File: config.mk
export PLATFORM = sky130hd
export DESIGN_NAME = if_pc_unit
export DESIGN_NICKNAME = d
export VERILOG_FILES = /design/src/rtl/if_pc_unit.sv
export SDC_FILE = /design/constraint.sdc
export NUM_CORES = 1
export LEC_CHECK = 0
export BUFFER_PORTS_ARGS = -buffer_cell sky130_fd_sc_hd__buf_4
export CAP_MARGIN = 30
export CORE_ASPECT_RATIO = 0.5
export CORE_UTILIZATION = 30
export DETAILED_ROUTE_END_ITERATION = 8
export GPL_TIMING_DRIVEN = 0
export SYNTH_ARGS = -nofsm -noshare
export SYNTH_HDL_FRONTEND = slang
export SYNTH_SLANG_ARGS = --single-unit
File: constraint.sdc
create_clock -name clk -period 3.3 [get_ports clk]
set_input_delay 0 -clock clk [delete_from_list [all_inputs] [get_ports clk]]
set_output_delay 0 -clock clk [all_outputs]
set_load 0.05 [all_outputs]
File: src/rtl/if_pc_unit.sv
// Fetch-stage PC unit: fetch PC register, next-address select, held redirects.
// Optional vectored trap entry: define IF_PC_VECTORED_EN.
module if_pc_unit #(
  parameter int              XLEN         = 32,
  parameter logic [XLEN-1:0] RESET_VECTOR = '0,
  parameter int              CAUSE_W      = 5
) (
  input  logic               clk,
  input  logic               rst_n,
  input  logic               jump,
  input  logic [XLEN-1:0]    jump_target,
  input  logic               e_raised,
  input  logic [XLEN-1:0]    e_handling_addr,
  input  logic               e_interrupt,
  input  logic [CAUSE_W-1:0] e_cause,
  input  logic               mret,
  input  logic [XLEN-1:0]    mepc,
  input  logic               stall,
  input  logic               imem_ready,
  output logic [XLEN-1:0]    pc,
  output logic [XLEN-1:0]    pc4,
  output logic               fetch_valid,
  output logic               flush,
  output logic               redirect_pending,
  output logic               misaligned
);

  logic [XLEN-1:0] pc_q, pc_d;
  logic            fv_q, fv_d;
  logic            pend_v_q, pend_v_d;
  logic [1:0]      pend_p_q, pend_p_d;
  logic [XLEN-1:0] pend_t_q, pend_t_d;

  logic            advance;
  logic            live_v;
  logic [1:0]      live_p;
  logic [XLEN-1:0] live_t;
  logic [XLEN-1:0] trap_t;
  logic            take_live;
  logic            sel_v;
  logic [XLEN-1:0] sel_t;

  logic unused_ok;
  assign unused_ok = ^{jump_target[0], mepc[0],
                       e_handling_addr[1:0],
                       e_interrupt, e_cause};

  always_comb begin
    trap_t = {e_handling_addr[XLEN-1:2], 2'b00};
`ifdef IF_PC_VECTORED_EN
    if (e_interrupt)
      trap_t = trap_t + (XLEN'(e_cause) << 2);
`endif
  end

  always_comb begin
    live_v = jump | e_raised | mret;
    live_p = 2'd0;
    live_t = '0;
    priority case (1'b1)
      jump: begin
        live_p = 2'd3;
        live_t = {jump_target[XLEN-1:1], 1'b0};
      end
      e_raised: begin
        live_p = 2'd2;
        live_t = trap_t;
      end
      mret: begin
        live_p = 2'd1;
        live_t = {mepc[XLEN-1:1], 1'b0};
      end
      default: ;
    endcase
  end

  always_comb begin
    advance   = fv_q & ~stall & imem_ready;
    take_live = live_v & (~pend_v_q | (live_p >= pend_p_q));
    sel_v     = live_v | pend_v_q;
    sel_t     = take_live ? live_t : pend_t_q;
    pc4       = pc_q + XLEN'(4);
    pc_d      = pc_q;
    fv_d      = 1'b1;
    pend_v_d  = pend_v_q;
    pend_p_d  = pend_p_q;
    pend_t_d  = pend_t_q;
    if (advance) begin
      pc_d     = sel_v ? sel_t : pc4;
      pend_v_d = 1'b0;
    end else if (take_live) begin
      // Hold the request until fetch can move.
      pend_v_d = 1'b1;
      pend_p_d = live_p;
      pend_t_d = live_t;
    end
  end

  always_ff @(posedge clk or negedge rst_n) begin
    if (!rst_n) begin
      pc_q     <= RESET_VECTOR;
      fv_q     <= 1'b0;
      pend_v_q <= 1'b0;
      pend_p_q <= 2'd0;
      pend_t_q <= '0;
    end else begin
      pc_q     <= pc_d;
      fv_q     <= fv_d;
      pend_v_q <= pend_v_d;
      pend_p_q <= pend_p_d;
      pend_t_q <= pend_t_d;
    end
  end

  assign pc               = pc_q;
  assign fetch_valid      = fv_q;
  assign redirect_pending = pend_v_q;
  assign flush            = advance & sel_v;
  assign misaligned       = flush & sel_t[1];

endmodule
==> metrics <==
status=complete, no violations; switch share=50.0%; nets@finish=855; Fmax=350 MHz; Top delay family on crit path=simple AND/OR/NAND/NOR gates; post-DP HPWL=13100 µm; Post-DRT Antenna Nets=0; Max VDD drop=0.000396 V; Area after DPL=5890 µm²; sequential share of power=26.3%; WL final=17300 µm; die area=15200 µm²; CP Data Required Time=3300 ps; Yosys top cell by area=dfrtp_1; CTS buffer count=9; GRT overflow=0; initial antenna violation count=0; max-cap viol count=0; grt met3 use=5.86%; final core utilization=45.1%; Leak=3.00 nW; first-pass GRT wire length=26400 µm; WL per Instance=18.5 µm; RSZ-0062 raised after global routing=false; Synth Register Bits=68; Yosys cell types=48; TritonCTS clock tree=done; Synth area leaders=dfrtp_1 39%, nand2_1 11%, o21ai_0 7.0%; number of port buffers=165; Net Count, Synth=676; sw power=2.90 mW; Clock Sinks=68; Design Area, Final=6300 µm²; CTS max path bufs=2; Crit Path Class=flop to output port; gr usage total=22.9%; Bufs and invs on worst path=2; gr busiest metal=met2; worst rel slew slack=28.9%; Internal Power=2.90 mW; period utilisation layout=86.5%; share of the synthesized area in the top cell type=38.6%; Die W=174 µm; largest net degree at the start of global routing=69; DR vias/cell=5.28; Initial Utilization=31.6%; cells after synthesis=564; Initial DRC Count=427; hold crit path type=input pin to flop; Rows=30; share of cells above drive strength 1=26.9%; EDFF count, synth=0; Gate power share=53.8%; count leader, synth=nand2_1; commonest cells in the netlist=134 x nand2_1, 68 x dfrtp_1, 62 x o21ai_0, 38 x clkbuf_1, 35 x a22oi_1; Placer Congestion=0.932; Critical Path Sink Type=output port; Via Count=4963; core area=14000 µm²; met1 Track Usage GR=32.7%; final hold viol count=0; syn avg cell area=7.82 µm²; Clock Power Share=19.9%; Max FO, Critical Path=7; CP Cell Sequence=ha_1, and2_1, clkbuf_1, nor3b_2, nand3_1, or3_1, xnor2_1, buf_4; setup TNS=0 ps; Die Y-Extent=87.8 µm; CTS H-tree depth=3; Syn-to-layout area delta=42.8%; Most used DFF post-synth=dfrtp_1; First-pass DRT Iterations=6; register-to-register path setup slack=660 ps; Final Max Tran Viols=0; root buf cell=clkbuf_16; ys async rst share=100%; GR Layer Usage met2=35.0%; PD cells=920 nW/µm²; Yosys Warn Count=0; Worst Tran Pin Value=1060 ps; residual DRC count=0; part of the Yosys area used for sequential elements=38.6%; Clock Skews=6.52 ps; Finished Layout Cells=940; placed insts=921; vias in the first global route=4627; CP max stage cell=dfrtp_1; Slowest Stage Delay on Critical Path=460 ps; final setup fails=0; Reg clk slew, reported paths=60 ps; post-route minimum period=2850 ps; Mapped Area=4410 µm²; Worst-Skew Late Latency=340 ps; Worst setup SP type=flop; io pins=177; Worst EP arrival=2850 ps; Antenna diodes=0
==> logic make-up after synthesis <==
family | synth area share, %
adder cells (fa/ha/maj) | 0.851
AO/OA/AOI/OAI | 24.5
AND/OR/NAND/NOR | 23.6
XOR/XNOR | 5.56
flip-flops | 38.6
buffers and inverters | 5.44
multiplexers | 1.42
other | 0.0850
==> worst reg2reg max path, delay by kind of cell, from the launching register on <==
kind | cells | cell delay, ps
simple gates | 4 | 1150
flops | 1 | 460
compound gates | 2 | 440
buf+inv | 1 | 260
fa+ha+maj | 1 | 250
==> power groups by stage <==
stage | registers (mW) | logic [mW] | clock network, mW
after detailed placement | 1.53 | 3.08 | 0
after floorplan | 1.98 | 1.55 | 0
after CTS | 1.52 | 3.10 | 1.15
after global placement | 1.52 | 3.06 | 0
final | 1.53 | 3.12 | 1.15
after global routing | 1.58 | 3.29 | 1.19
==> flip-flops by register name (all words and copies together) (netlist names) <==
name,count
pend_p_q,2
redirect_pending,1
pend_t_q,32
fetch_valid,1
pc,32
==> layout by cell type, fill, tap and decap left out, types with 5 or more instances in the layout <==
cell type,netlist,routed
a22o_1,8,8
and3_1,10,10
nand3_1,14,14
a21o_1,5,5
buf_4,2,167
o21ai_0,62,62
a221oi_1,11,11
clkbuf_1,38,34
o22ai_1,5,5
dfrtp_1,68,68
a22oi_1,35,35
clkbuf_16,0,9
nor2_1,28,28
inv_1,14,14
nand2_1,134,134
xnor2_1,19,19
nand4_1,11,11
xor2_1,9,9
a21oi_1,24,24
nor3_1,12,12
==> what timing repair did <==
action / in CTS / in global routing
resized for setup: 1 / 4
hold buffers: 3 / 0
setup buffers: 0 / 0
endpoints found under the setup margin: 1 / 32
endpoints found under the hold margin: 70 / 0
==> routing by layer <==
layer / vias up / wire [µm]
met3: 9 / 1410
met4: 0 / 106
li1: 2357 / -
met1: 2388 / 8110
met2: 209 / 7720
met5: - / 0
==> metrics by stage <==
| stage | power [mW] | hold WS, ps | worst slack (ps) |
|---|---|---|---|
| 2_1_floorplan | 3.54 | -296 | 29.9 |
| 3_3_place_gp | 4.58 | 187 | -242 |
| 3_5_place_dp | 4.61 | 183 | -262 |
| 4_1_cts | 5.77 | 5.71 | 77.4 |
| 5_1_grt | 6.06 | 40.4 | 141 |
| 6_report | 5.79 | 10.9 | 446 |
==> path summary, 6_finish.rpt <==
kind	startpoint	end	depth (start not counted)
max	pc[2]$_DFFE_PN0P_	pc4[20]	8
min	jump_target[7]	pend_t_q[7]$_DFFE_PN0N_	5
max reg2reg	pc[2]$_DFFE_PN0P_	pc[20]$_DFFE_PN0P_	8
min reg2reg	pend_t_q[28]$_DFFE_PN0N_	pend_t_q[28]$_DFFE_PN0N_	2
max in group asynchronous	rst_n	pend_t_q[11]$_DFFE_PN0N_	3
min in group asynchronous	rst_n	pend_t_q[30]$_DFFE_PN0N_	3
==> final cells by class <==
type                    instances  area [µm²]
fillers                      1431        7660
repair buffers                169        1300
multi-input cells             437        2470
inverters                      14        52.6
plain buffers                  44         188
clock buffers                  10         239
well taps                     192         240
clock inverters                 6         111
flip-flops and latches         68        1700
Note: power is estimated with default switching activity, not from simulation.
